==> config.mk <==
export PLATFORM = sky130hd
export DESIGN_NAME = risc_v_div_seq
export DESIGN_NICKNAME = d
export VERILOG_FILES = /design/src/rtl/risc_v_div_seq.sv
export SDC_FILE = /design/constraint.sdc
export NUM_CORES = 1
export LEC_CHECK = 0
export ABC_AREA = 1
export ABC_CLOCK_PERIOD_IN_PS = 2200
export CORE_MARGIN = 1.5
export CORE_UTILIZATION = 50
export DETAILED_ROUTE_END_ITERATION = 8
export GPL_TIMING_DRIVEN = 1
export PLACE_DENSITY = 0.77
export SYNTH_ARGS = -nofsm -noshare
export SYNTH_HDL_FRONTEND = slang
export SYNTH_SLANG_ARGS = --single-unit
==> constraint.sdc <==
create_clock -name clk -period 2.2 [get_ports clk]
set_clock_uncertainty 0.05 [all_clocks]
set_input_delay 0.44 -clock clk [delete_from_list [all_inputs] [get_ports clk]]
set_output_delay 0.44 -clock clk [all_outputs]
set_load 0.02 [all_outputs]
==> src/rtl/risc_v_div_seq.sv <==
// rtl/risc_v_div_seq.sv - iterative radix-2 restoring divider for DIV/DIVU/REM/REMU
//
// Purpose: computes the M-extension divide/remainder result one quotient bit per
// cycle beside the execute-stage ALU. The result is registered in rd and is
// qualified by a one-cycle done pulse.
//
// Ports:
//   clk              core clock, rising edge
//   rst_n            asynchronous active-low reset
//   start            request pulse, only looked at while idle
//   abort            pipeline flush, cancels any operation in flight
//   instruction      instruction word, decoded on start
//   rs1, rs2         dividend / divisor, latched on an accepted start
//   busy             high while an operation is in flight (CALC and FIX)
//   done             one-cycle pulse, rd valid in this cycle
//   rd               result, held until the next done
//   div_decode_fault one-cycle pulse after a start carrying a non-divide instruction

module risc_v_div_seq #(
    parameter string FAST_SPECIAL = "TRUE"
) (
    input  logic        clk,
    input  logic        rst_n,
    input  logic        start,
    input  logic        abort,
    input  logic [31:0] instruction,
    input  logic [31:0] rs1,
    input  logic [31:0] rs2,
    output logic        busy,
    output logic        done,
    output logic [31:0] rd,
    output logic        div_decode_fault
);

    localparam logic FAST_EN = (FAST_SPECIAL == "TRUE") ? 1'b1 : 1'b0;

    typedef enum logic [1:0] {
        S_IDLE = 2'd0,
        S_CALC = 2'd1,
        S_FIX  = 2'd2
    } state_t;

    state_t      state_q, state_d;
    logic [4:0]  cnt_q, cnt_d;
    logic [31:0] rem_q, rem_d;
    logic [31:0] quo_q, quo_d;      // dividend magnitude shifting out, quotient bits shifting in
    logic [31:0] dvsr_q, dvsr_d;
    logic        is_rem_q, is_rem_d;
    logic        neg_quo_q, neg_quo_d;
    logic        neg_rem_q, neg_rem_d;
    logic        div0_q, div0_d;
    logic        ovf_q, ovf_d;
    logic [31:0] rd_q, rd_d;
    logic        done_q, done_d;
    logic        fault_q, fault_d;

    // Decode
    logic [6:0]  opcode;
    logic [2:0]  funct3;
    logic [6:0]  funct7;
    logic        dec_valid;
    logic        op_signed;
    logic        a_neg;
    logic        b_neg;
    logic [31:0] abs_a;
    logic [31:0] abs_b;
    logic        div0_in;
    logic        ovf_in;
    logic        unused_fields;

    assign opcode        = instruction[6:0];
    assign funct3        = instruction[14:12];
    assign funct7        = instruction[31:25];
    assign unused_fields = ^{instruction[24:15], instruction[11:7]};

    assign dec_valid = (opcode == 7'b0110011) && (funct7 == 7'b0000001) && funct3[2];
    assign op_signed = ~funct3[0];
    assign a_neg     = op_signed & rs1[31];
    assign b_neg     = op_signed & rs2[31];
    assign abs_a     = a_neg ? (32'd0 - rs1) : rs1;
    assign abs_b     = b_neg ? (32'd0 - rs2) : rs2;
    assign div0_in   = (rs2 == 32'd0);
    assign ovf_in    = op_signed && (rs1 == 32'h8000_0000) && (rs2 == 32'hFFFF_FFFF);

    // One restoring step: the sign bit of the 33-bit trial decides the quotient bit.
    logic [32:0] trial;
    assign trial = {rem_q, quo_q[31]} - {1'b0, dvsr_q};

    // Sign fix-up and special-case forcing
    logic [31:0] rem_mag;
    logic [31:0] q_fix;
    logic [31:0] r_fix;

    always_comb begin
        // A bypassed divide-by-zero never iterated, so the dividend magnitude is
        // still sitting untouched in quo_q; after 32 iterations it has been
        // shifted whole into rem_q instead.
        rem_mag = (div0_q && FAST_EN) ? quo_q : rem_q;
        q_fix   = neg_quo_q ? (32'd0 - quo_q) : quo_q;
        r_fix   = neg_rem_q ? (32'd0 - rem_mag) : rem_mag;
        if (div0_q) begin
            q_fix = 32'hFFFF_FFFF;
        end
        if (ovf_q) begin
            q_fix = 32'h8000_0000;
            r_fix = 32'd0;
        end
    end

    always_comb begin
        state_d   = state_q;
        cnt_d     = cnt_q;
        rem_d     = rem_q;
        quo_d     = quo_q;
        dvsr_d    = dvsr_q;
        is_rem_d  = is_rem_q;
        neg_quo_d = neg_quo_q;
        neg_rem_d = neg_rem_q;
        div0_d    = div0_q;
        ovf_d     = ovf_q;
        rd_d      = rd_q;
        done_d    = 1'b0;
        fault_d   = 1'b0;

        case (state_q)
            S_IDLE: begin
                if (start && !abort) begin
                    if (dec_valid) begin
                        cnt_d     = 5'd31;
                        rem_d     = 32'd0;
                        quo_d     = abs_a;
                        dvsr_d    = abs_b;
                        is_rem_d  = funct3[1];
                        neg_quo_d = op_signed & (rs1[31] ^ rs2[31]);
                        neg_rem_d = op_signed & rs1[31];
                        div0_d    = div0_in;
                        ovf_d     = ovf_in;
                        state_d   = (FAST_EN && (div0_in || ovf_in)) ? S_FIX : S_CALC;
                    end else begin
                        fault_d = 1'b1;
                    end
                end
            end
            S_CALC: begin
                if (!trial[32]) begin
                    rem_d = trial[31:0];
                    quo_d = {quo_q[30:0], 1'b1};
                end else begin
                    rem_d = {rem_q[30:0], quo_q[31]};
                    quo_d = {quo_q[30:0], 1'b0};
                end
                cnt_d = cnt_q - 5'd1;
                if (cnt_q == 5'd0) begin
                    state_d = S_FIX;
                end
            end
            S_FIX: begin
                rd_d    = is_rem_q ? r_fix : q_fix;
                done_d  = 1'b1;
                state_d = S_IDLE;
            end
            default: begin
                state_d = S_IDLE;
            end
        endcase

        // A flush drops whatever was in flight without touching rd.
        if (abort) begin
            state_d = S_IDLE;
            done_d  = 1'b0;
            rd_d    = rd_q;
        end
    end

    always_ff @(posedge clk or negedge rst_n) begin
        if (!rst_n) begin
            state_q   <= S_IDLE;
            cnt_q     <= 5'd0;
            rem_q     <= 32'd0;
            quo_q     <= 32'd0;
            dvsr_q    <= 32'd0;
            is_rem_q  <= 1'b0;
            neg_quo_q <= 1'b0;
            neg_rem_q <= 1'b0;
            div0_q    <= 1'b0;
            ovf_q     <= 1'b0;
            rd_q      <= 32'd0;
            done_q    <= 1'b0;
            fault_q   <= 1'b0;
        end else begin
            state_q   <= state_d;
            cnt_q     <= cnt_d;
            rem_q     <= rem_d;
            quo_q     <= quo_d;
            dvsr_q    <= dvsr_d;
            is_rem_q  <= is_rem_d;
            neg_quo_q <= neg_quo_d;
            neg_rem_q <= neg_rem_d;
            div0_q    <= div0_d;
            ovf_q     <= ovf_d;
            rd_q      <= rd_d;
            done_q    <= done_d;
            fault_q   <= fault_d;
        end
    end

    assign busy             = (state_q != S_IDLE);
    assign done             = done_q;
    assign rd               = rd_q;
    assign div_decode_fault = fault_q;

endmodule
Word level (Yosys, flattened, before mapping)
Cells that the tools add are included.

Register bits after elaboration: 142. Input port bits: 100. Word-level logic and storage cells: 83. Output and inout port bits: 35.

Reduce and logical (&&, ||, !) cells: 16. Eq/ne operators: 11. Mux-type cells: 31. Add/sub/neg operators: 6. Bitwise logic cells: 6.

Operators by type and width (number): 2-to-1 mux 32 bit (14); case mux 32 bit (2 select lines) (2); subtractor 1 x 32 -> 32 bit (first input constant) (4); equality test 32 bit (second input constant) (2); subtractor 33 x 32 -> 33 bit (1); logical NOT 32 bit (1); 2-to-1 mux 2 bit (5); 2-to-1 mux 5 bit (2); case mux 5 bit (2 select lines) (1); != test 3 bit (second input constant) (3); AND reduction 3 bit (3); equality test 7 x 1 -> 1 bit (second input constant) (1); equality test 7 x 6 -> 1 bit (second input constant) (1); 2-to-1 mux 1 bit (6); logical AND 1 bit (5); logical NOT 5 bit (1); subtractor 5 x 1 -> 5 bit (second input constant) (1); != test 2 bit (second input constant) (2); case mux 2 bit (2 select lines) (1); nonzero test 2 bit (2); AND 1 bit (3); equality test 2 x 1 -> 1 bit (second input constant) (1); equality test 2 bit (second input constant) (1); logical NOT 2 bit (1); other kinds (5) (6).

Depth between registers and ports, before layout
Depth in word-level cells: 9. Mapped depth: 19. Gate-level depth less buffers: 18.

Worst setup path after synthesis
No wires, ideal clock.

Path kind: register to register. Start: register quo_q[31]. End: register rem_q[30]. Data arrival time: 2.068 ns. Stages on the path, launching flop included: 20. Library setup time: 0.117 ns. Period minus slack after synthesis: 2.235 ns. Buffers on the path: 1. Required time: 2.033 ns. Slack: -0.035 ns. Path through: dfrtp_1 inv_1 ha_1 inv_1 fa_1 nand2_1 o21ai_1 nand2_1 nand2_1 nand2_1 nand2_2 nand2_2 nand2_1 nand2_1 nand2_2 buf_4 nand2_1 nand2_1 nand2_1 nand2_1.

Longest elaborated chain between the ends: 3.

RTL lines: from (decl) (RTL line 46) `logic [31:0] quo_q, quo_d;`; from (signal assigned) (RTL line 194) `quo_q <= quo_d;`; subtractor 33 x 32 -> 33 bit (RTL line 87) `assign trial = {rem_q, quo_q[31]} - {1'b0, dvsr_q};`; 2-to-1 mux 32 bit (RTL line 145) `if (!trial[32]) begin`; case mux 32 bit (2 select lines) (RTL line 125) `case (state_q)`; to (signal assigned) (RTL line 193) `rem_q <= rem_d;`; to (decl) (RTL line 45) `logic [31:0] rem_q, rem_d;`.

No other way between the ends. A chain may end at the register's enable or synchronous reset.

Final worst setup path
Start: register quo_q[31]. End: register rem_q[17].

The elaborated chain is that of the path after synthesis.

==> impl_summary.md <==
Global route
The global routing usage summed across all routing layers is a little over a third. The maximum number of pins on one net before global-route repair is 43. The global-route wire length before repair is 75500 um. The initial antenna violation count came to 0. After global routing the overflow that remains totals 0. The via count of the first global-routing pass came to 14500.

Cells and area
From synthesis to final layout, the design area changed by 39.8%. Of the cells placed in the final design, the portion with a size suffix greater than 1 is roughly a fifth. The antenna diode count is 0. At the end of the flow, the number of nets in the layout was between 2000 and 3000.

The top cell types in the final layout, fill and taps aside, are sky130_fd_sc_hd__nand2_1, sky130_fd_sc_hd__buf_4, sky130_fd_sc_hd__inv_1. Leaving out fill and tap cells, the most frequent cell in the layout is sky130_fd_sc_hd__nand2_1. The design area is 18000 um^2.

STA
Across all setup checks in the final design, the least slack found is -0.271 ns. For the pin with the worst max-slew slack, the measured transition is roughly 0.68 ns. On the final layout, the worst hold slack is ~0.42 ns.

The fmax is 405 MHz. The clock period minus worst slack is approximately 2.5 ns. The number of failing hold endpoints at the final stage is 0. The number of slew-limit violations in the final report is 0. The worst path uses 112% of the clock period. Setup total negative slack on the finished layout was measured at -6.61 ns. Setup violations remaining at the end of the flow were counted as 40. Setup repair after global routing could not meet its margin everywhere. The headroom to the max-slew limit is 54.6%.

Critical path
The most common cell type on the critical path is sky130_fd_sc_hd__nand2_1. The kind of cell adding the most delay to the critical path is simple AND/OR/NAND/NOR gates. The setup path with the least slack is of type reg2reg. The origin of the critical flop-to-flop path is quo_q[31].

The slowest stage of the critical path is the sky130_fd_sc_hd__dfrtp_1 cell. The data arrival at the endpoint of the critical path is 2.79 ns. The first element of the critical path is quo_q[31]. The sort of element at the end of the critical path is a flip-flop. Traced cell by cell, the critical path runs through inv_2 -> ha_4 -> inv_2 -> fa_2 -> nand2_2 -> o21ai_2 -> nand2_1 -> nand2_1 -> nand2_1 -> nand2_2 -> nand2_4 -> nand2_4 -> nand2_4 -> nand2_8 -> buf_16 -> nand2_1 -> nand3_1 -> nand2_1.

On the worst path, the slowest cell contributes a delay of 0.40 ns. STA classifies the critical path startpoint as a flip-flop. For the worst setup path, the data required time is roughly 2.5 ns. The highest net fanout along the worst path is 7. The worst path buffer plus inverter count is 3.

Yosys
The synthesized design spends more area on one cell type than any other, namely sky130_fd_sc_hd__dfrtp_1. In this run the biggest area consumer among cell types represents around 28% of the synthesized area. Yosys mapped the design onto between 40 and 50 distinct sky130hd cell types.

The sequential element share of the synthesized area is approximately 28%. The post-synthesis sequential element count is ~140. The post-synthesis cell count is 2122. The post-synth net total is between 2000 and 2500. Summing every instance area after synthesis gives ~13000 um^2. The average cell area after synthesis is just over 6 um^2.

Yosys printed 0 warnings. By area the synthesized netlist is led by sky130_fd_sc_hd__dfrtp_1, sky130_fd_sc_hd__nand2_1, sky130_fd_sc_hd__inv_1, sky130_fd_sc_hd__nand3_1, sky130_fd_sc_hd__nor2_1.

Routing
The number of detailed-routing iterations run before antenna repair is 9. The met3 layer wire length in the routed design is ~5200 um. The via count is ~16000. The highest metal layer with signal wires is met4.

The post-detailed-route DRC marker count is 2. The count of antenna-violating nets left after detailed routing is 0. After detailed routing, the average wire length per cell comes to 17.5 um. The post-detailed-route via-to-cell ratio is about 5.6. The final routed wirelength across all metal layers is approximately 50000 um. The iteration-0 DRC count of the detailed router is ~2300.

The met2 wire length is about 21000 um. For this block, wires on met1 add up to approximately 21000 um.

Power
The clock network accounts for approximately two fifths of the total power. The fraction of power spent switching nets is 29.3%. The highest ir drop seen on vdd is between 0.5 and 0.6 mV. For this design the total switching power over the nets is approximately 2.1 mW.

The standby leakage power is 8.89 nW. The sequential share of power is a little under two fifths. Power spread over the standard cell area amounts to 408 nW/um^2.

The share of total power dissipated in combinational logic is 21.1%. The power consumption is roughly 7.3 mW. Internal power comes to slightly above 5 mW.

Placement
The post-detailed-placement half-perimeter wirelength is roughly 37000 um. The congestion estimate from routability-driven global placement came to 1.03. Port buffering added 119 buffers.

The cell area reported after detailed placement is approximately 16000 um^2.

Clocking
Clock-pin slew was measured on the worst setup and hold paths at around 0.07 ns. In this run the clock root is driven by a sky130_fd_sc_hd__clkbuf_16. The CTS tree is yes. In this run the deepest clock path goes through 2 buffers.

The latest clock arrival within the worst-skew pair is 0.44 ns. In this run the number of H-tree levels came out at 4. The clock net sink count is around 140. The TritonCTS buffer count is 17.

Floorplanning
During I/O placement, the number of pins put on the boundary was roughly 140. The initial utilization of the core area, before any placement, comes to 51.0%. The chip width is 163 um. The core area is between 20000 and 30000 um^2. After floorplanning, the core was divided into 58 placement rows.

The die footprint is ~27000 um^2. The floorplan step set the die height to around 160 um.

Hold path
In this run the most critical hold path is launched from rd[23]. The path class of the tightest hold or removal check is reg2reg.

Run status
The flow ran to the end, but the final reports show violations. The final reports fail on design-rule violations, negative setup slack.

Flow run
The count of maximum capacitance violations is 0.
worst min-delay path, stage by stage (launching register included):
cell and delay, ns:
sky130_fd_sc_hd__dfrtp_1 0.35, sky130_fd_sc_hd__nand2_1 0.05, sky130_fd_sc_hd__nand2_1 0.04
worst paths after layout:
| path | end | slack, ns | cells past startpoint |
|---|---|---|---|
| max in group asynchronous | dvsr_q[10] | 0.95 | 3 |
| hold reg to reg | rd[23] | 0.42 | 2 |
| setup reg to reg | rem_q[17] | -0.27 | 18 |
| hold / removal | rd[23] | 0.42 | 2 |
| setup / recovery | rem_q[17] | -0.27 | 18 |
| min in group asynchronous | rd[18] | 0.44 | 2 |
cell usage after synthesis (all sizes together):
master  number
clkbuf      34
nand2      761
ha          39
a22o         1
inv        287
o22ai       11
fa           1
nor3        34
a31oi        8
buf         32
and2         2
a21boi       1
o21ai      133
nand3b      16
a21oi       73
nor2       208
o211ai      12
a22oi        2
nand3      168
a32o         3
xor2        41
xnor2       20
nand4       34
o21bai      14
a211oi       2
o221ai      18
clkinv       1
a21o         2
o31ai        3
dfrtp      142
or2         10
nor4         7
o21a         1
nor3b        1
area by class of cell:
cell class	count	area, um^2
multi-input combinational	1626	8420
clock inverter	14	183
fill	2091	7230
inverter	288	1090
sequential	142	3550
timing repair buffer	427	3870
tap	330	413
clock buffer	17	425
per-stage QoR:
step           util, %  instances  setup slack [ns]
6_report          71.3       2844            -0.271
5_1_grt           71.3       2844            -0.335
4_1_cts           68.4       2823            -0.203
3_5_place_dp      64.9       2783            -0.313
3_3_place_gp      64.9       2783            -0.259
2_1_floorplan        -       2122            0.0171
state kept, by name (all words and copies together), names as in the netlist, 2 cells and up:
signal,count
dvsr_q,32
quo_q,32
rd,32
rem_q,32
cnt_q,5
state_q,2
layer usage:
metal  up-vias  global-route usage, %
met5         -                      0
met4         0                   14.4
met3       183                   5.46
met2       992                   54.5
met1      7143                   52.2
li1       7569                      -
power by group through the flow:
stage | Clock [mW] | Sequential [mW] | Combinational, mW
after floorplan | 0 | 2.74 | 0.609
after global placement | 0 | 2.75 | 1.29
after detailed placement | 0 | 2.75 | 1.31
after CTS | 3.06 | 2.70 | 1.44
after global routing | 3.17 | 2.70 | 1.68
final | 3.07 | 2.70 | 1.55
repair_timing:
item | in CTS | in global routing
gates resized for setup | 36 | 145
setup endpoints to repair | 39 | 63
pin swaps | 15 | 56
hold buffers | 1 | 0
gates cloned | 4 | 5
setup buffers | 4 | 16
endpoints found under the hold margin | 38 | 0
cell families (layout without fill, tap and decap cells):
family                   after synthesis  count (layout)  share of synthesized area, %
AO/OA/AOI/OAI                        284             284                          12.8
flip-flops                           142             142                          27.7
buffers and inverters                354             746                          11.1
adder cells (fa/ha/maj)               40              40                          3.95
XOR/XNOR                              61              61                          4.16
AND/OR/NAND/NOR                     1241            1241                          40.4
No activity file was read; power rests on OpenSTA's default activity.
